[config.mk]
export PLATFORM = sky130hd
export DESIGN_NAME = fanin_tree_pipe
export DESIGN_NICKNAME = d
export VERILOG_FILES = /design/src/rtl/fanin_tree_pipe.sv
export SDC_FILE = /design/constraint.sdc
export NUM_CORES = 1
export LEC_CHECK = 0
export CORE_MARGIN = 4
export CORE_UTILIZATION = 25
export CTS_CLUSTER_DIAMETER = 40
export DETAILED_ROUTE_END_ITERATION = 7
export PLACE_DENSITY = 0.44
export SYNTH_ARGS = -nofsm -noshare
export SYNTH_HDL_FRONTEND = slang
export SYNTH_SLANG_ARGS = --single-unit
[constraint.sdc]
create_clock -name clk -period 1.9 [get_ports clk]
set_input_delay 0.19 -clock clk [delete_from_list [all_inputs] [get_ports clk]]
set_output_delay 0.19 -clock clk [all_outputs]
set_load 0.1 [all_outputs]
[src/rtl/fanin_tree_pipe.sv]
// fanin_tree_pipe: pipelined N-to-1 binary reduction tree (AND/OR/XOR/ADD) with valid/ready on both ends
//   clk       rising-edge clock
//   rst       synchronous active-high reset; discards everything in flight
//   in_valid  / in_ready   input handshake; in_ready is combinational from out_ready
//   in_data   NUM_IN lanes of WIDTH bits, lane i at [i*WIDTH +: WIDTH]
//   in_mode   0=AND 1=OR 2=XOR 3=ADD, carried with the data through the pipe
//   out_valid / out_ready  output handshake
//   out_data  WIDTH+LEVELS-bit reduction result
//   out_mode  mode of the transaction on out_data
module fanin_tree_pipe #(
    parameter int WIDTH  = 8,
    parameter int NUM_IN = 8,
    localparam int LEVELS = $clog2(NUM_IN)
) (
    input  logic                       clk,
    input  logic                       rst,
    input  logic                       in_valid,
    output logic                       in_ready,
    input  logic [NUM_IN*WIDTH-1:0]    in_data,
    input  logic [1:0]                 in_mode,
    output logic                       out_valid,
    input  logic                       out_ready,
    output logic [WIDTH+LEVELS-1:0]    out_data,
    output logic [1:0]                 out_mode
);
    localparam int OW = WIDTH + LEVELS;
    localparam logic [OW-1:0] LOGIC_MASK = {{LEVELS{1'b0}}, {WIDTH{1'b1}}};

    // Heap layout: node n has children 2n and 2n+1; leaves NUM_IN..2*NUM_IN-1 are the
    // input lanes and node 1 is the root. Every value is carried at full output width;
    // a level-k node only ever uses its low WIDTH+k bits, the rest stay zero.
    logic [OW-1:0]        tree [1:2*NUM_IN-1];
    logic [LEVELS:1]      valid_q, valid_d;
    logic [LEVELS:1][1:0] mode_q, mode_d;
    logic [LEVELS:1]      rdy;
    logic [LEVELS-1:0]      src_v;
    logic [LEVELS-1:0][1:0] src_m;

    function automatic logic [OW-1:0] combine(input logic [OW-1:0] a, input logic [OW-1:0] b,
                                              input logic [1:0] m);
        return (m == 2'd3) ? a + b
             : LOGIC_MASK & ((m == 2'd0) ? (a & b) : (m == 2'd1) ? (a | b) : (a ^ b));
    endfunction

    // Stage k may load when it is empty or anything downstream can move; unrolling the
    // stall chain gives an OR over the empty flags of stages k..LEVELS and out_ready.
    for (genvar k = 1; k <= LEVELS; k++) begin : g_rdy
        assign rdy[k] = out_ready || !(&valid_q[LEVELS:k]);
    end

    // Source of stage k is stage k-1; index 0 is the input port.
    always_comb begin
        src_v[0] = in_valid;
        src_m[0] = in_mode;
        for (int k = 1; k < LEVELS; k++) begin
            src_v[k] = valid_q[k];
            src_m[k] = mode_q[k];
        end
    end

    for (genvar i = 0; i < NUM_IN; i++) begin : g_leaf
        assign tree[NUM_IN+i] = {{LEVELS{1'b0}}, in_data[i*WIDTH +: WIDTH]};
    end

    for (genvar n = 1; n < NUM_IN; n++) begin : g_node
        localparam int K = LEVELS + 1 - $clog2(n + 1);
        logic [OW-1:0] node_q, node_d;
        assign node_d = (rdy[K] && src_v[K-1]) ? combine(tree[2*n], tree[2*n+1], src_m[K-1]) : node_q;
        always_ff @(posedge clk) begin
            if (rst) node_q <= '0;
            else     node_q <= node_d;
        end
        assign tree[n] = node_q;
    end

    always_comb begin
        valid_d = valid_q;
        mode_d  = mode_q;
        for (int k = 1; k <= LEVELS; k++) begin
            valid_d[k] = rdy[k] ? src_v[k-1] : valid_q[k];
            mode_d[k]  = (rdy[k] && src_v[k-1]) ? src_m[k-1] : mode_q[k];
        end
    end

    always_ff @(posedge clk) begin
        if (rst) begin
            valid_q <= '0;
            mode_q  <= '0;
        end else begin
            valid_q <= valid_d;
            mode_q  <= mode_d;
        end
    end

    assign in_ready  = rdy[1];
    assign out_valid = valid_q[LEVELS];
    assign out_mode  = mode_q[LEVELS];
    assign out_data  = tree[1];
endmodule

==> results of run 1 <==
-- metal layers --
layer	wire length (um)	GRT usage (%)	share of wire [%]	vias up
li1	-	-	-	3903
met1	11900	20.1	52	3413
met2	9990	20.7	44	128
met3	704	1.58	3.1	17
met4	303	3.48	1.3	0
met5	0	0	0	-
-- cells in the final DEF (no fill, tap or decap), drive strengths merged, types with 7 or more instances in the layout --
| master | instances |
|---|---|
| buf | 168 |
| and2 | 7 |
| nand2 | 84 |
| nor2 | 60 |
| and3 | 7 |
| xnor2 | 16 |
| o21ai | 61 |
| ha | 116 |
| clkdlybuf4s50 | 61 |
| mux4 | 7 |
| o41ai | 11 |
| fa | 7 |
| clkbuf | 13 |
| a21o | 21 |
| nand3 | 26 |
| o211ai | 17 |
| a211oi | 35 |
| mux2i | 7 |
| inv | 136 |
| a221oi | 7 |
| nor2b | 11 |
| a31oi | 16 |
| a21oi | 98 |
| nor3 | 17 |
| dfxtp | 76 |
| nand2b | 8 |
-- repair_timing --
action	CTS	global route
endpoints found under the setup margin	16	30
setup buffers	4	1
pin swaps	19	25
hold buffers	0	0
gates resized for setup	35	67
-- critical path, stage by stage --
cell and delay, ns:
clkdlybuf4s50_1 0.51, inv_1 0.06, ha_1 0.32, o211ai_1 0.12, o21ai_2 0.20, mux2_2 0.36, a21oi_1 0.18, a211oi_1 0.09
-- layout make-up --
class                           count  area (sq um)
Fill cell                        3136         19200
Multi-Input combinational cell    722          5670
Timing Repair Buffer              235          2010
Sequential cell                    76          1540
Inverter                          137           514
Tap cell                          390           488
Clock buffer                       13           270
Clock inverter                      3          43.8
-- worst max path at each step --
stage,to,slack [ns],depth (start not counted)
CTS,out_data[8],-0.02,9
floorplan,g_node[6].node_q[4],-0.08,7
global placement,g_node[5].node_q[6],-0.46,9
finish,g_node[4].node_q[5],0.08,8
detailed placement,g_node[5].node_q[6],-0.51,9
global route,out_data[10],-0.04,8
-- per-stage QoR --
step / hold slack (ns) / instances / setup WS [ns]
floorplan: 0.319 / 992 / -0.0811
global placement: 0.450 / 1555 / -0.457
detailed placement: 0.446 / 1555 / -0.508
CTS: 0.324 / 1575 / -0.0189
global route: 0.340 / 1576 / -0.0440
finish: 0.335 / 1576 / 0.0779
-- cells by family after synthesis --
logic type / count (synthesis) / share of synthesized area, %
xor+xnor: 18 / 2.09
buf+inv: 194 / 10.4
fa+ha+maj: 123 / 21.1
mux: 15 / 3.17
compound gates: 316 / 27.1
flops: 76 / 20.2
simple gates: 250 / 15.9
-- state kept, by name, summed over array words and instances, names as in the netlist --
| signal | cells |
|---|---|
| g_node.node_q | 56 |
| mode_q | 4 |
| out_data | 11 |
| out_mode | 2 |
| valid_q | 3 |
-- power breakdown --
| group | switching [mW] | total, mW | internal, mW |
|---|---|---|---|
| Clock | 0.704 | 1.83 | 1.13 |
| Sequential | 0.0634 | 1.75 | 1.68 |
| Combinational | 1.01 | 1.96 | 0.947 |
==> results.py, run 1 <==
metrics = {
    "status": {
        "outcome": "finished clean",
    },
    "yosys": {
        "synthArstFlopShare_pct": 0,
        "synth_most_common_cell": "inv_1",
        "ys_seq_area_share_pct": 20.2,
        "synth_top_area_share_pct": 20.2,
        "syn_area_sq_um": 7540,
        "synthTopCellsByCount": "inv_1, ha_1, a21oi_1, nand2_1, dfxtp_1",
        "synthCells": 992,
        "synth.distinct_cells": 72,
        "yosysTopAreaCell": "dfxtp_1",
        "ys_seq_elements": 76,
        "netlist_top_cells_area": "dfxtp_1, ha_1, inv_1, a21oi_1, nand2_1",
        "synth_edf_count": 0,
        "avgSynthCellArea_sq_um": 7.60,
        "synth_nets": 1185,
        "ys.flop_type": "dfxtp_1",
        "yosys_warnings": 0,
    },
    "grt": {
        "gr-total-overflow": 0,
        "grt_pass1_vias": 7199,
        "antenna_found_initial": 0,
        "grt_pass1_wl_um": 37400,
        "grt_max_degree": 53,
        "grt_usage_pct": 13.5,
    },
    "route": {
        "wl_per_cell_um": 14.5,
        "vias_per_cell": 4.73,
        "dr_total_vias": 7461,
        "detail_route.wirelength_um": 22900,
        "postRouteAntennaNets": 0,
        "drc_errors": 0,
        "first_pass_iters": 5,
        "drt_iter0_markers": 308,
    },
    "placed_design": {
        "post-dp-hpwl_um": 18300,
        "place_area_sq_um": 9720,
        "gp_congestion": 0.828,
        "port_buffers": 84,
    },
    "floorplanning": {
        "pin_count": 85,
        "rows": 63,
        "fp.dieArea_sq_um": 33000,
        "core_sq_um": 29700,
        "die_w_um": 182,
        "die_h_um": 182,
        "start_util_pct": 25.4,
    },
    "power": {
        "power_per_cell_area_nw_per_um2": 526,
        "peakVddDrop_mv": 0.301,
        "leakage_nw": 4.63,
        "power_mw": 5.54,
    },
    "hold_path": {
        "hold_start": "in_mode[0]",
        "hold_path.class": "in -> reg",
        "min_to": "mode_q[0]",
        "holdPathStages": 4,
    },
    "timing": {
        "slew_viol_final": 0,
        "period_needed_ns": 1.82,
        "report.final.hold_viol_count": 0,
        "setup_viol": 0,
        "period_share_pct": 95.9,
        "rsz0062_at_grt": "true",
        "finClkSkew_ns": 0.00882,
        "timing.fmax_mhz": 549,
        "slew_headroom_pct": 63.8,
        "setup_tns_ns": 0,
        "tightest_slew_ns": 0.542,
    },
    "worst_setup_path": {
        "r2r_end": "out_data[10]",
        "required_ns": 2.11,
        "r2r_slack_ns": 0.09,
        "critical_path_class": "in -> reg",
        "r2r_start": "g_node[3].node_q[0]",
        "rr_worst_depth": 8,
        "cp_data_arrival_time_ns": 2.03,
        "critPathLaunch": "in_data[4]",
        "cp_max_fo": 3,
        "end_kind": "register",
        "cp-start-kind": "input pin",
    },
    "job": {
        "max-cap-violations": 0,
    },
    "cts": {
        "clkSlewWorstSetupHoldPaths_ns": 0.06,
        "cts_tree": "yes",
        "clkSinkCount": 76,
        "clock-root-buffer": "clkbuf_16",
        "clk_latency_ns": 0.34,
        "cts_made_buffers": 9,
        "cts_max_path_buffers": 2,
        "htree_levels": 3,
    },
    "layout": {
        "drive_above_1_share_pct": 23.8,
        "antenna_cells": 0,
        "utilization_pct": 35.4,
        "area_growth_pct": 39.8,
        "layout.nets": 1374,
        "final_area_sq_um": 10500,
    },
}
Power figures use the tool's default switching activity.
==> run 2, diff against run 1 <==
Settings changed: CORE_UTILIZATION 25 to 53, PLACE_DENSITY 0.44 to 0.8.
==> run 2 against run 1 <==
Effect of this change: the flow now finishes with violations (negative setup slack); sequential power barely moved; sequential share of layout area rose by 0.81 points; cell count fell by 15%; routed wire length fell by 11%; worst setup slack got worse by 0.095 ns; global-route usage rose by 11 points; design area fell by 5.4%; non-clock buffer count fell by 25; sequential cell count did not move; clock skew rose by 0.0018 ns; maximum frequency fell by 5.0%.
==> results.py, run 2 (synthesis results as in run 1) <==
metrics = {
    "status": {
        "outcome": "complete, but fails checks",
        "violations": "negative setup slack",
    },
    "worst_setup_path": {
        "end_kind": "register",
        "required_ns": 2.15,
        "cp_data_arrival_time_ns": 2.17,
        "slowest_stage": "fa_2",
        "path_cells": "ha_4, inv_2, fa_2, nor2b_4, o2111ai_4, a32oi_2, buf_4, nand3_2, o311ai_2",
        "cp_max_fo": 2,
        "critical_path_class": "reg -> reg",
        "critPathMaxStageDelay_ns": 0.41,
        "r2r_slack_ns": -0.02,
        "cp-start-kind": "register",
    },
    "grt": {
        "grt_max_degree": 30,
        "grt_usage_pct": 24.5,
        "gr-total-overflow": 0,
        "grt_pass1_vias": 7443,
        "antenna_found_initial": 0,
        "grt_pass1_wl_um": 33500,
    },
    "layout": {
        "final_area_sq_um": 9960,
        "utilization_pct": 71.8,
        "layout.nets": 1349,
        "area_growth_pct": 32.2,
        "drive_above_1_share_pct": 20.8,
        "antenna_cells": 0,
        "largest_register_ffs": 56,
        "mostFrequentLayoutCells": "buf_4, inv_1, ha_1",
        "top_register": "g_node.node_q",
        "final_common_cell": "buf_4",
    },
    "route": {
        "vias_per_cell": 5.69,
        "detail_route.wirelength_um": 20400,
        "dr_total_vias": 7618,
        "wl_per_cell_um": 15.2,
        "postRouteAntennaNets": 0,
        "first_pass_iters": 7,
        "drc_errors": 0,
        "drt_iter0_markers": 491,
    },
    "timing": {
        "finClkSkew_ns": 0.0107,
        "tightest_slew_ns": 0.510,
        "timing.fmax_mhz": 522,
        "setup_viol": 1,
        "period_share_pct": 101,
        "slew_headroom_pct": 66.0,
        "finalWorstSetupSlack_ns": -0.0174,
        "slew_viol_final": 0,
        "period_needed_ns": 1.92,
        "rsz0062_at_grt": "true",
        "setup_tns_ns": -0.0174,
        "report.final.hold_viol_count": 0,
    },
    "placed_design": {
        "place_area_sq_um": 9280,
        "post-dp-hpwl_um": 15500,
        "gp_congestion": 0.877,
        "port_buffers": 84,
    },
    "cts": {
        "htree_levels": 3,
        "clk_latency_ns": 0.34,
        "cts_tree": "yes",
        "clkSinkCount": 76,
        "cts_max_path_buffers": 2,
        "clock-root-buffer": "clkbuf_16",
        "cts_made_buffers": 9,
        "clkSlewWorstSetupHoldPaths_ns": 0.06,
    },
    "hold_path": {
        "hold_path.class": "in -> reg",
    },
    "floorplanning": {
        "die_w_um": 127,
        "rows": 43,
        "core_sq_um": 13900,
        "pin_count": 85,
        "fp.dieArea_sq_um": 16200,
        "start_util_pct": 54.3,
        "die_h_um": 127,
    },
    "power": {
        "leakage_nw": 4.51,
        "peakVddDrop_mv": 0.520,
        "power_per_cell_area_nw_per_um2": 540,
    },
    "job": {
        "max-cap-violations": 0,
    },
}
[run 2: cell count changes in the layout (fill, tap and decap cells not counted), moves of 3 or more]
| cell | delta |
|---|---|
| buf_4 | -25 |
| ha_4 | -6 |
| inv_2 | -3 |
| clkbuf_8 | -3 |
| ha_1 | +7 |
| dlymetal6s2s_1 | +3 |
| inv_1 | +3 |
[run 2: layout make-up]
| cell class | count | area (sq um) |
|---|---|---|
| multi-input combinational | 722 | 5550 |
| fill | 1076 | 3920 |
| timing repair buffer | 210 | 1820 |
| sequential | 76 | 1540 |
| inverter | 137 | 514 |
| clock buffer | 10 | 229 |
| tap | 180 | 225 |
| clock inverter | 5 | 78.8 |
[run 2: metal layers]
metal	up-vias	global-route usage, %	routed length [um]
met4	0	9.59	593
met1	3497	30.6	9090
met2	231	43.0	9830
met3	46	3.22	873
met5	-	0	0
li1	3844	-	-
[run 2: repair_timing]
item	in CTS	in global routing
hold buffers	0	0
buffers inserted	1	2
cloned	0	0
resized for setup	12	72
setup endpoints to repair	11	37
pin swaps	7	32
[run 2: stage by stage]
stage / hold WS [ns] / power (mW) / setup slack (ns) / cells
2_1_floorplan: 0.319 / 2.81 / -0.0811 / 992
6_report: 0.222 / 5.38 / -0.0174 / 1340
4_1_cts: 0.206 / 5.30 / 0.00242 / 1338
3_3_place_gp: 0.438 / 3.44 / -0.424 / 1322
3_5_place_dp: 0.438 / 3.49 / -0.467 / 1322
5_1_grt: 0.248 / 5.65 / -0.0818 / 1340
[run 2: worst paths after layout]
path | from | end | depth (start not counted)
worst max-delay path | g_node[3].node_q[0] | out_data[8] | 9
worst min-delay path | rst | g_node[3].node_q[9] | 2
worst max register to register | g_node[3].node_q[0] | out_data[8] | 9
worst min register to register | out_data[1] | out_data[1] | 2
[run 2: power by group]
part           switching [mW]  leakage, nW  internal, mW  total, mW
Clock                   0.662        0.152          1.14       1.80
Sequential             0.0702        0.626          1.69       1.76
Combinational           0.956         3.73         0.864       1.82
[run 2: worst max-delay path, delay by kind of cell (launching register included)]
kind / cells / cell delay (ns)
adders and majority gates: 2 / 0.55
AOI/OAI and AO/OA: 3 / 0.49
DFF: 1 / 0.35
and+or+nand+nor: 2 / 0.23
buffers and inverters: 2 / 0.21
